## src/rtl/mips_boot_pkg.sv

```systemverilog
// Shared types and sizes for the MIPS boot loader: FSM states and frame geometry.
package mips_boot_pkg;

  typedef enum logic [2:0] {
    LEN_HI,
    LEN_LO,
    DATA,
    CHECK,
    RUN,
    ERROR
  } boot_state_t;

  localparam int unsigned LEN_BYTES      = 2;
  localparam int unsigned BYTES_PER_WORD = 4;
  localparam int unsigned BYTE_W         = 8;
  localparam int unsigned WORD_W         = 32;
  localparam int unsigned LEN_W          = 16;

endpackage

```

## src/rtl/boot_word_packer.sv

```systemverilog
// Shifts accepted bytes into a big-endian 32-bit word and flags the byte that completes it.
module boot_word_packer
  import mips_boot_pkg::*;
(
  input  logic              clk,
  input  logic              reset,
  input  logic              clear,
  input  logic              byte_valid,
  input  logic [BYTE_W-1:0] byte_in,
  output logic              word_done_c,
  output logic [WORD_W-1:0] word_c
);

  localparam int unsigned IDX_W   = $clog2(BYTES_PER_WORD);
  localparam int unsigned SHIFT_W = WORD_W - BYTE_W;

  logic [IDX_W-1:0]   idx;
  logic [SHIFT_W-1:0] shift;

  // The completing byte is combined combinationally so the caller can register the full word.
  assign word_done_c = byte_valid && (idx == IDX_W'(BYTES_PER_WORD - 1));
  assign word_c      = {shift, byte_in};

  always_ff @(posedge clk) begin
    if (reset || clear) begin
      idx   <= '0;
      shift <= '0;
    end else if (byte_valid) begin
      idx   <= idx + IDX_W'(1);
      shift <= word_c[SHIFT_W-1:0];
    end
  end

endmodule

```

## src/rtl/mips_boot_loader.sv

```systemverilog
// Loads a length-prefixed, XOR-checksummed program image into instruction memory and
// holds the CPU in reset until the image is verified.
module mips_boot_loader
  import mips_boot_pkg::*;
#(
  parameter int unsigned IMEM_DEPTH = 256,
  parameter int unsigned ADDR_W     = 8
) (
  input  logic                clk,
  input  logic                reset,
  input  logic [BYTE_W-1:0]   rx_data,
  input  logic                rx_valid,
  output logic                rx_ready,
  input  logic                reload,
  output logic                imem_we,
  output logic [ADDR_W-1:0]   imem_addr,
  output logic [WORD_W-1:0]   imem_wdata,
  output logic                cpu_reset,
  output logic                load_done,
  output logic                load_error,
  output logic [ADDR_W:0]     words_loaded
);

  localparam int unsigned CNT_W = ADDR_W + 1;

  boot_state_t       state;
  logic [BYTE_W-1:0] len_hi;
  logic [BYTE_W-1:0] xor_acc;
  logic [LEN_W-1:0]  len;
  logic [LEN_W-1:0]  len_c;
  logic              accept_c;
  logic              reload_c;
  logic              pack_valid_c;
  logic              len_bad_c;
  logic              last_word_c;
  logic              word_done_c;
  logic [WORD_W-1:0] word_c;

  assign accept_c     = rx_valid && rx_ready;
  assign reload_c     = reload && ((state == RUN) || (state == ERROR));
  assign pack_valid_c = accept_c && (state == DATA);
  assign len_c        = {len_hi, rx_data};
  assign len_bad_c    = (len_c == '0) || (32'(len_c) > IMEM_DEPTH);
  assign last_word_c  = (LEN_W'(words_loaded) + LEN_W'(1)) == len;

  boot_word_packer u_packer (
    .clk         (clk),
    .reset       (reset),
    .clear       (reload_c),
    .byte_valid  (pack_valid_c),
    .byte_in     (rx_data),
    .word_done_c (word_done_c),
    .word_c      (word_c)
  );

  // rx_ready is registered from the next state so it always mirrors the loading states.
  always_ff @(posedge clk) begin
    if (reset) begin
      state        <= LEN_HI;
      len_hi       <= '0;
      len          <= '0;
      xor_acc      <= '0;
      rx_ready     <= 1'b0;
      imem_we      <= 1'b0;
      imem_addr    <= '0;
      imem_wdata   <= '0;
      cpu_reset    <= 1'b1;
      load_done    <= 1'b0;
      load_error   <= 1'b0;
      words_loaded <= '0;
    end else begin
      imem_we  <= 1'b0;
      rx_ready <= (state != RUN) && (state != ERROR);
      if (reload_c) begin
        state        <= LEN_HI;
        xor_acc      <= '0;
        rx_ready     <= 1'b1;
        cpu_reset    <= 1'b1;
        load_done    <= 1'b0;
        load_error   <= 1'b0;
        words_loaded <= '0;
      end else if (accept_c) begin
        case (state)
          LEN_HI: begin
            len_hi <= rx_data;
            state  <= LEN_LO;
          end
          LEN_LO: begin
            len <= len_c;
            if (len_bad_c) begin
              state      <= ERROR;
              rx_ready   <= 1'b0;
              load_error <= 1'b1;
            end else begin
              state <= DATA;
            end
          end
          DATA: begin
            xor_acc <= xor_acc ^ rx_data;
            if (word_done_c) begin
              imem_we      <= 1'b1;
              imem_addr    <= words_loaded[ADDR_W-1:0];
              imem_wdata   <= word_c;
              words_loaded <= words_loaded + CNT_W'(1);
              if (last_word_c) state <= CHECK;
            end
          end
          CHECK: begin
            rx_ready <= 1'b0;
            if (rx_data == xor_acc) begin
              state     <= RUN;
              cpu_reset <= 1'b0;
              load_done <= 1'b1;
            end else begin
              state      <= ERROR;
              load_error <= 1'b1;
            end
          end
          default: ;
        endcase
      end
    end
  end

endmodule

```

## config.mk

```make
export PLATFORM = sky130hd
export DESIGN_NAME = mips_boot_loader
export DESIGN_NICKNAME = d
export VERILOG_FILES = /design/src/rtl/mips_boot_pkg.sv /design/src/rtl/boot_word_packer.sv /design/src/rtl/mips_boot_loader.sv
export SDC_FILE = /design/constraint.sdc
export NUM_CORES = 1
export LEC_CHECK = 0
export CELL_PAD_IN_SITES_DETAIL_PLACEMENT = 2
export CELL_PAD_IN_SITES_GLOBAL_PLACEMENT = 2
export CORE_MARGIN = 2
export CORE_UTILIZATION = 35
export DETAILED_ROUTE_END_ITERATION = 10
export PLACE_DENSITY = 0.91
export SETUP_SLACK_MARGIN = 0.3
export SYNTH_ARGS = -nofsm -noshare
export SYNTH_HDL_FRONTEND = slang
export SYNTH_HIERARCHICAL = 1
export SYNTH_SLANG_ARGS = --single-unit
```

## constraint.sdc

```tcl
create_clock -name clk -period 8.3 [get_ports clk]
set_input_delay 1.245 -clock clk [delete_from_list [all_inputs] [get_ports clk]]
set_output_delay 1.245 -clock clk [all_outputs]
set_load 0.02 [all_outputs]
```

==> flow_metrics.tcl, run 1 <==
set metrics [dict create \
    ys_warn_count 6 \
    yosysUniqueCellTypes 48 \
    ys_top_cells_by_count "nand2_1 (128), dfxtp_1 (115), a21oi_1 (62)" \
    wl_mm 15.5 \
    syn_nets 554 \
    timing.rr.end "imem_wdata[22]$_SDFFE_PP0P_" \
    cts.path.max_buffers 2 \
    max_slew_margin_pct 30.3 \
    avgSynthCellArea_um2 8.70 \
    postCtsSetupRepairBufs 0 \
    syn-cell-area_um2 4700 \
    start_util_pct 35.6 \
    fin_ws_ns 4.25 \
    core_um2 13200 \
    rows 42 \
    cp.arrival_ns 4.37 \
    grt_setup_unrepaired "no" \
    slowest_delay_ns 0.75 \
    syn_to_final_growth_pct 24.4 \
    critPathCapture "imem_wdata[22]$_SDFFE_PP0P_" \
    max_freq_mhz 247 \
    power_mw 1.27 \
    crit_type "in2reg" \
    critical_path.cell_chain "clkdlybuf4s50_1, nand3b_1, nor3_2, buf_4, and2_1, and2_1, buf_4, nand2_1, a21oi_1" \
    cpMaxStageDelayCell "and2_1" \
    ys.flop_type "dfxtp_1" \
    reg2reg_depth 8 \
    dieWidth_um 120 \
    clockRootBuffer "clkbuf_16" \
    hold_path_class "reg2reg" \
    slew_violations 0 \
    crit_required_ns 8.62 \
    cts_tree "built" \
    tightest_slew_ns 1.04 \
    port_buffers 65 \
    p_leak_nw 1.99 \
    pre_cts_slack_ns 3.94 \
    critical_path.max_fanout 37 \
    drc 0 \
    yosysSeqAreaShare_pct 49.0 \
    layout-drive-gt1-share_pct 7.07 \
    postPlaceCellArea_um2 5320 \
    io_pins 66 \
    drtIter0Drc 200 \
    synth_most_common_cell "nand2_1" \
    htree_levels 4 \
    power-per-cell-area_nw_per_um2 217 \
    status "completed" \
    setup_viol 0 \
    finalHoldViolCount 0 \
    rr_startpoint "state[1]$_SDFFE_PP0P_" \
    fin_crit_ns 4.05 \
    fillers 1439 \
    tns_ns 0 \
    cts_resized 0 \
    drt_first_pass_iters 4 \
    avgViaCountPerCell 5.19 \
    final_antenna_net_count 0 \
    finalNetCount 598 \
    grt-ovfl-total 0 \
    ys_async_sr_fraction_pct 0 \
    clk_latency_ns 0.42 \
    synth_area_leader_cell "dfxtp_1" \
    ys_ff_latch 115 \
    wire_per_inst_um 20.1 \
    yosys-top-cells-area "dfxtp_1 (49%), nand2_1 (10%), mux2i_1 (7.2%)" \
    vias 3995 \
    grt_max_degree 70 \
    grt_first_pass_wirelength_mm 25.4 \
    placedCellCount 741 \
    vdd_ir_drop_max_uv 113 \
    finalNonFillerCells 770 \
    worst_clock_skew_ns 0.0107 \
    chipHeight_um 120 \
    dp_hpwl_mm 9.12 \
    r2r_slack_ns 5.08 \
    finalCritPeriodShare_pct 48.8 \
    grt_usage_pct 23.2 \
    synth_top_cell_area_share_pct 49.0 \
    crit_start "rx_valid" \
    antenna_cells 0 \
    grt_pass1_vias 4507 \
    critPathLaunchType "primary input" \
    clkSlewWorstSetupHoldPaths_ns 0.05 \
    routabilityCongestion 0.753 \
    post-route-util_pct 44.3 \
    synth_cells 540 \
    maxCapViolations 0 \
    numCtsBuffers 17 \
    fin_area_um2 5840 \
    synth_edf_count 0 \
    dieArea_um2 14400 \
    holdWs_ns 0.459 \
    endpoint_kind "register" \
    cts.sinks 115 \
    antenna_found_initial 0 \
    holdBufCountCts 0 \
]
[worst min-delay path by stage]
stage                                  endpoint  slack [ns]  cells past startpoint                             from
floorplan           imem_wdata[24]$_SDFFE_PP0P_        0.43                      2  u_packer/shift[16]$_SDFFE_PP0P_
global placement      imem_addr[2]$_SDFFE_PP0P_        0.45                      2        imem_addr[2]$_SDFFE_PP0P_
detailed placement    imem_addr[5]$_SDFFE_PP0P_        0.45                      2        imem_addr[5]$_SDFFE_PP0P_
CTS                   imem_addr[5]$_SDFFE_PP0P_        0.46                      2        imem_addr[5]$_SDFFE_PP0P_
global route        imem_wdata[10]$_SDFFE_PP0P_        0.49                      2      imem_wdata[10]$_SDFFE_PP0P_
finish                imem_addr[5]$_SDFFE_PP0P_        0.46                      2        imem_addr[5]$_SDFFE_PP0P_
[logic make-up (layout without fill, tap and decap cells)]
group           after synthesis  in the layout  share of synthesized area, %
buf+inv                      45             99                          5.89
compound gates               76             76                          9.17
simple gates                234            234                          21.8
flops                       115            115                          49.0
fa+ha+maj                     2              2                         0.533
xor+xnor                     34             34                          6.34
mux                          34             34                          7.25
[power breakdown]
part           internal [mW]  switching [mW]  total, mW
Sequential             0.558         0.00539      0.563
Clock                  0.406           0.247      0.654
Combinational         0.0169          0.0326     0.0494
Total                  0.981           0.285       1.27
[registers in the layout, indices dropped and copies added, names as in the netlist]
signal          cells
cpu_reset           1
imem_addr           8
imem_wdata         32
imem_we             1
len                16
len_hi              8
load_done           1
load_error          1
rx_ready            1
state               3
u_packer/idx        2
u_packer/shift     24
words_loaded        9
xor_acc             8
[layout make-up]
class / count / area, µm² / share of cell area [%]
clock buffer: 25 / 495 / 8.48
clock inverter: 4 / 26.3 / 0.450
inverter: 2 / 7.51 / 0.129
multi-input combinational: 380 / 2120 / 36.3
sequential: 115 / 2300 / 39.4
tap: 176 / 220 / 3.77
timing repair buffer: 68 / 668 / 11.4
[worst max-delay path, delay by kind of cell]
family	cells	cell delay [ns]
compound gates	1	0.21
buf+inv	3	1.41
simple gates	5	1.48
[metal layers]
layer,global-route usage [%],vias to the layer above,wire length (µm),share of wire (%)
li1,-,1855,-,-
met5,0,-,0,0
met3,5.32,34,499,3.2
met1,26.5,2013,6360,41
met2,41.3,93,8250,53
met4,9.93,0,378,2.4
[layout by cell type (no fill, tap or decap), types with 2 or more instances in the layout]
cell	synthesis	final
nand4b_1	2	2
clkbuf_8	0	4
nand4_1	5	5
a211oi_1	2	2
nand3_1	3	3
nor3_1	6	5
nor4_1	3	3
clkinv_2	0	2
ha_1	2	2
xor2_1	25	25
mux2i_1	34	34
or4_1	2	2
nor2_2	2	2
nor3_2	2	3
clkbuf_16	0	17
buf_4	12	3
nor2b_1	2	2
nand2_1	128	128
o21ai_0	4	4
a21oi_1	62	62
clkdlybuf4s50_1	0	64
or3_1	3	3
nor2_1	60	60
and2_1	4	4
dfxtp_1	115	115
clkbuf_1	16	4
xnor2_1	9	9
and3_1	2	2
No activity file was read; power rests on OpenSTA's default activity.
==> run 2, diff against run 1 <==
CORE_UTILIZATION = 33   (was 35)
PLACE_DENSITY = 0.86   (was 0.91)
clock period = 3.8 ns   (was 8.3 ns; I/O delays follow)
==> run 2 against run 1 <==
Net effect:
- die area increased by 5.8%
- cell area up 2.9%
- sequential power up 120%
- wire length decreased by 0.67%
- largest power group unchanged
- register-to-register slack worse by 3.9 ns
- via count fell by 1.6%
- highest routed layer unchanged
- final cell count up 1.0%
- total power rose to 2.5 times the previous value
- flip-flop and latch count unchanged
- clock-buffer cell count is 3 lower
==> flow_metrics.tcl, run 2 (synthesis gave the netlist of run 1 again) <==
set metrics [dict create \
    tightest_slew_ns 1.07 \
    worst_clock_skew_ns 0.0146 \
    critical_path.max_fanout 36 \
    reg.largest.list "imem_wdata x32, u_packer/shift x24, len x16" \
    grt_pass1_vias 4359 \
    holdCritStartpoint "imem_wdata[11]$_SDFFE_PP0P_" \
    postPlaceCellArea_um2 5350 \
    clk_latency_ns 0.42 \
    rr_startpoint "state[1]$_SDFFE_PP0P_" \
    cp.arrival_ns 3.08 \
    fin_crit_ns 2.74 \
    finalHoldViolCount 0 \
    cts.path.max_buffers 2 \
    start_util_pct 33.8 \
    grt-ovfl-total 0 \
    cts.sinks 115 \
    grt_first_pass_wirelength_mm 24.4 \
    grt_max_degree 37 \
    postCtsSetupRepairBufs 0 \
    fin_area_um2 6010 \
    final_antenna_net_count 0 \
    clkSlewWorstSetupHoldPaths_ns 0.06 \
    rows 43 \
    cts_resized 0 \
    wire_per_inst_um 19.8 \
    grt_usage_pct 21.6 \
    wl_mm 15.4 \
    p_leak_nw 2.07 \
    finalNetCount 599 \
    vdd_ir_drop_max_uv 250 \
    power-per-cell-area_nw_per_um2 528 \
    r2r_slack_ns 1.18 \
    dieArea_um2 15200 \
    io_pins 66 \
    final_common_cell "nand2_1" \
    drc 0 \
    finalCritPeriodShare_pct 72.1 \
    drt_first_pass_iters 4 \
    regMostFlops "imem_wdata" \
    antenna_found_initial 0 \
    syn_to_final_growth_pct 28.1 \
    grt_setup_unrepaired "no" \
    placedCellCount 746 \
    chipHeight_um 123 \
    port_buffers 65 \
    cts_tree "built" \
    crit_required_ns 4.14 \
    max_freq_mhz 365 \
    dieWidth_um 123 \
    final_cell_mix "nand2_1 (128), dfxtp_1 (115), clkdlybuf4s50_1 (64)" \
    hold_path_class "reg2reg" \
    avgViaCountPerCell 5.06 \
    numCtsBuffers 17 \
    antenna_cells 0 \
    finalNonFillerCells 778 \
    drtIter0Drc 205 \
    post-route-util_pct 43.3 \
    routabilityCongestion 0.784 \
    tns_ns 0 \
    whs_endpoint "imem_wdata[11]$_SDFFE_PP0P_" \
    setup_viol 0 \
    htree_levels 4 \
    core_um2 13900 \
    endpoint_kind "register" \
    seq_area_um2 2300 \
    dp_hpwl_mm 9.25 \
    clockRootBuffer "clkbuf_16" \
    slew_violations 0 \
    hold_path_depth 2 \
    fillers 1527 \
    holdBufCountCts 0 \
    crit_type "in2reg" \
    layout-drive-gt1-share_pct 8.03 \
    max_slew_margin_pct 28.5 \
    largest_register_ffs 32 \
    timing.rr.end "imem_wdata[4]$_SDFFE_PP0P_" \
    critPathLaunchType "primary input" \
    multi_input_area_um2 2120 \
    maxCapViolations 0 \
    status "completed" \
    reg2reg_depth 7 \
    vias 3933 \
]
==> run 2: through the flow <==
stage | total power [mW] | hold slack (ns) | setup slack, ns
finish | 3.18 | 0.457 | 1.06
global route | 3.28 | 0.479 | 0.893
CTS | 3.21 | 0.463 | 1.06
detailed placement | 1.36 | 0.454 | 0.672
global placement | 1.36 | 0.442 | 0.788
floorplan | 1.32 | 0.431 | 0.995
==> run 2: power by group <==
group          internal, mW  switching, mW  leakage (nW)  total [mW]
clock network          1.26          0.577         0.324        1.84
registers              1.22         0.0115         0.928        1.23
logic                0.0368         0.0724         0.815       0.109
total                  2.52          0.661          2.07        3.18
==> run 2: worst max path at each step <==
stage / start / endpoint / slack [ns] / cells past startpoint
after floorplan: rx_valid / state[0]$_SDFFE_PP0P_ / 0.99 / 12
final: rx_valid / imem_wdata[4]$_SDFFE_PP0P_ / 1.06 / 8
after detailed placement: rx_valid / imem_wdata[26]$_SDFFE_PP0P_ / 0.67 / 8
after CTS: rx_valid / imem_wdata[26]$_SDFFE_PP0P_ / 1.06 / 8
after global placement: rx_valid / words_loaded[0]$_SDFFE_PP0P_ / 0.79 / 8
after global routing: rx_valid / imem_wdata[26]$_SDFFE_PP0P_ / 0.89 / 8
==> run 2: routing by layer <==
metal  global-route usage [%]  wire length [µm]  vias to the layer above
met2                     37.9              8010                       92
met5                        0                 0                        -
li1                         -                 -                     1862
met3                     5.12               559                       31
met1                     24.8              6350                     1948
met4                     9.73               455                        0
==> run 2: cell type report <==
cell class | count | share of cell area (%)
Multi-Input combinational cell | 380 | 35.3
Sequential cell | 115 | 38.3
Timing Repair Buffer | 69 | 11.4
Inverter | 2 | 0.125
Clock inverter | 10 | 3.37
Clock buffer | 22 | 7.72
Tap cell | 180 | 3.75
==> run 2: critical path: stages <==
cell             delay [ns]
clkdlybuf4s50_1        0.48
nand3b_1               0.19
nor3_2                 0.21
buf_4                  0.51
and2_2                 0.57
buf_12                 0.25
nand2_1                0.11
a21oi_1                0.17
==> run 3, diff against run 2 <==
clock period = 2.6 ns   (was 3.8 ns; I/O delays follow)
==> run 3 against run 2 <==
Net effect:
- die area did not move
- via count rose by 1.8%
- non-clock buffer count rose by 23
- global-route usage rose by 0.23 points
- sequential power rose by 46%
- hold slack got worse by 0.25 ns
- combinational power rose by 65%
- critical path type is now reg2reg
- critical endpoint is now state[0]$_SDFFE_PP0P_
==> flow_metrics.tcl, run 3 (synthesis gave the netlist of run 1 again) <==
set metrics [dict create \
    fin_area_um2 6170 \
    antenna_found_initial 0 \
    chipHeight_um 123 \
    fin_crit_ns 2.25 \
    wl_mm 15.4 \
    cp.arrival_ns 2.58 \
    fillers 1507 \
    clockRootBuffer "clkbuf_16" \
    pwr-share-clk_pct 54.6 \
    switching_share_pct 21.7 \
    multi_input_area_um2 2140 \
    tightest_slew_ns 0.748 \
    clkSlewWorstSetupHoldPaths_ns 0.05 \
    holdBufCountCts 0 \
    core_um2 13900 \
    finalNonFillerCells 800 \
    power_mw 4.36 \
    grt_first_pass_wirelength_mm 25.0 \
    antenna_cells 0 \
    reg.largest.list "imem_wdata x32, u_packer/shift x24, len x16" \
    grt_setup_unrepaired "yes" \
    dp_hpwl_mm 9.98 \
    final_antenna_net_count 0 \
    cts_tree "built" \
    reg2reg_depth 9 \
    post-route-util_pct 44.4 \
    comb_power_share_pct 4.1 \
    vdd_ir_drop_max_uv 492 \
    finalNetCount 622 \
    status "completed" \
    wire_per_inst_um 19.3 \
    drc 0 \
    grt_usage_pct 21.8 \
    numCtsBuffers 17 \
    layout-drive-gt1-share_pct 12.3 \
    seq_power_share_pct 41.2 \
    hold_path_class "in2reg" \
    routabilityCongestion 0.766 \
    holdWs_ns 0.206 \
    postPlaceCellArea_um2 5520 \
    finalCritPeriodShare_pct 86.5 \
    dieArea_um2 15200 \
    port_buffers 65 \
    clk_latency_ns 0.42 \
    avgViaCountPerCell 5.00 \
    seq_area_um2 2310 \
    slew_violations 0 \
    rows 43 \
    syn_to_final_growth_pct 31.3 \
    drt_first_pass_iters 4 \
    endpoint_kind "register" \
    largest_register_ffs 32 \
    critical_path.max_fanout 2 \
    grt_max_degree 66 \
    drtIter0Drc 148 \
    hold_path_depth 2 \
    start_util_pct 33.8 \
    max_slew_margin_pct 50.1 \
    worst_clock_skew_ns 0.0117 \
    p_leak_nw 2.16 \
    regMostFlops "imem_wdata" \
    cts.sinks 115 \
    crit_required_ns 2.94 \
    max_freq_mhz 445 \
    crit_type "reg2reg" \
    dieWidth_um 123 \
    setup_viol 0 \
    htree_levels 4 \
    grt-ovfl-total 0 \
    p_int_mw 3.41 \
    critPathLaunchType "register" \
    final_cell_mix "nand2_1 (128), dfxtp_1 (113), clkdlybuf4s50_1 (63)" \
    io_pins 66 \
    cts.path.max_buffers 2 \
    placedCellCount 766 \
    final_common_cell "nand2_1" \
    vias 4002 \
    finalHoldViolCount 0 \
    grt_pass1_vias 4535 \
    p_sw_mw 0.946 \
    power-per-cell-area_nw_per_um2 706 \
    maxCapViolations 0 \
]
[run 3: cell count changes in the layout (fill, tap and decap cells not counted), sizes merged]
cell	delta
clkbuf	+2
bufinv	-4
clkinv	+1
clkdlybuf4s50	-1
dlygate4sd2	+1
buf	+23
[run 3: worst paths after layout]
kind | from | slack, ns | to
max | state[2]$_SDFFE_PP0P_ | 0.35 | state[0]$_SDFFE_PP0P_
min | reset | 0.21 | state[1]$_SDFFE_PP0P_
max reg2reg | state[2]$_SDFFE_PP0P_ | 0.35 | state[0]$_SDFFE_PP0P_
min reg2reg | imem_addr[4]$_SDFFE_PP0P_ | 0.46 | imem_addr[4]$_SDFFE_PP0P_
[run 3: power by group through the flow]
stage	Sequential, mW	Combinational, mW	Clock (mW)
floorplan	1.83	0.107	0
global placement	1.83	0.167	0
detailed placement	1.83	0.176	0
CTS	1.79	0.181	2.43
global route	1.80	0.195	2.51
finish	1.80	0.180	2.38
[run 3: final cells by class]
cell class / count / area share [%]
Clock buffer: 24 / 8.32
Clock inverter: 7 / 1.54
Inverter: 2 / 0.122
Multi-Input combinational cell: 380 / 34.8
Sequential cell: 115 / 37.4
Tap cell: 180 / 3.65
Timing Repair Buffer: 92 / 14.2
[run 3: worst max-delay path, stage by stage (launching register included)]
cell	delay (ns)
dfxtp_2	0.31
nand3b_1	0.21
nor3_4	0.16
and2_4	0.17
or4b_4	0.45
nor4_2	0.21
nand4_1	0.14
nor3_2	0.18
o211ai_1	0.14
a211oi_2	0.20
[run 3: metal layers]
layer,track usage (%),vias to the layer above,wire [µm]
met4,9.73,0,395
met1,25.4,1982,6590
met2,38.7,83,8050
met5,0,-,0
li1,-,1908,-
met3,4.15,29,372
[run 3: per-stage QoR]
stage,TNS (ns),worst slack (ns)
floorplan,0,0.0636
global placement,-0.0548,-0.0548
detailed placement,-1.88,-0.149
CTS,0,0.288
global route,0,0.211
finish,0,0.350
[run 3: what timing repair did]
action / CTS / global route
endpoints found under the setup margin: 1 / 20
buffers inserted: 3 / 0
resized for setup: 4 / 2
pin swaps: 8 / 2
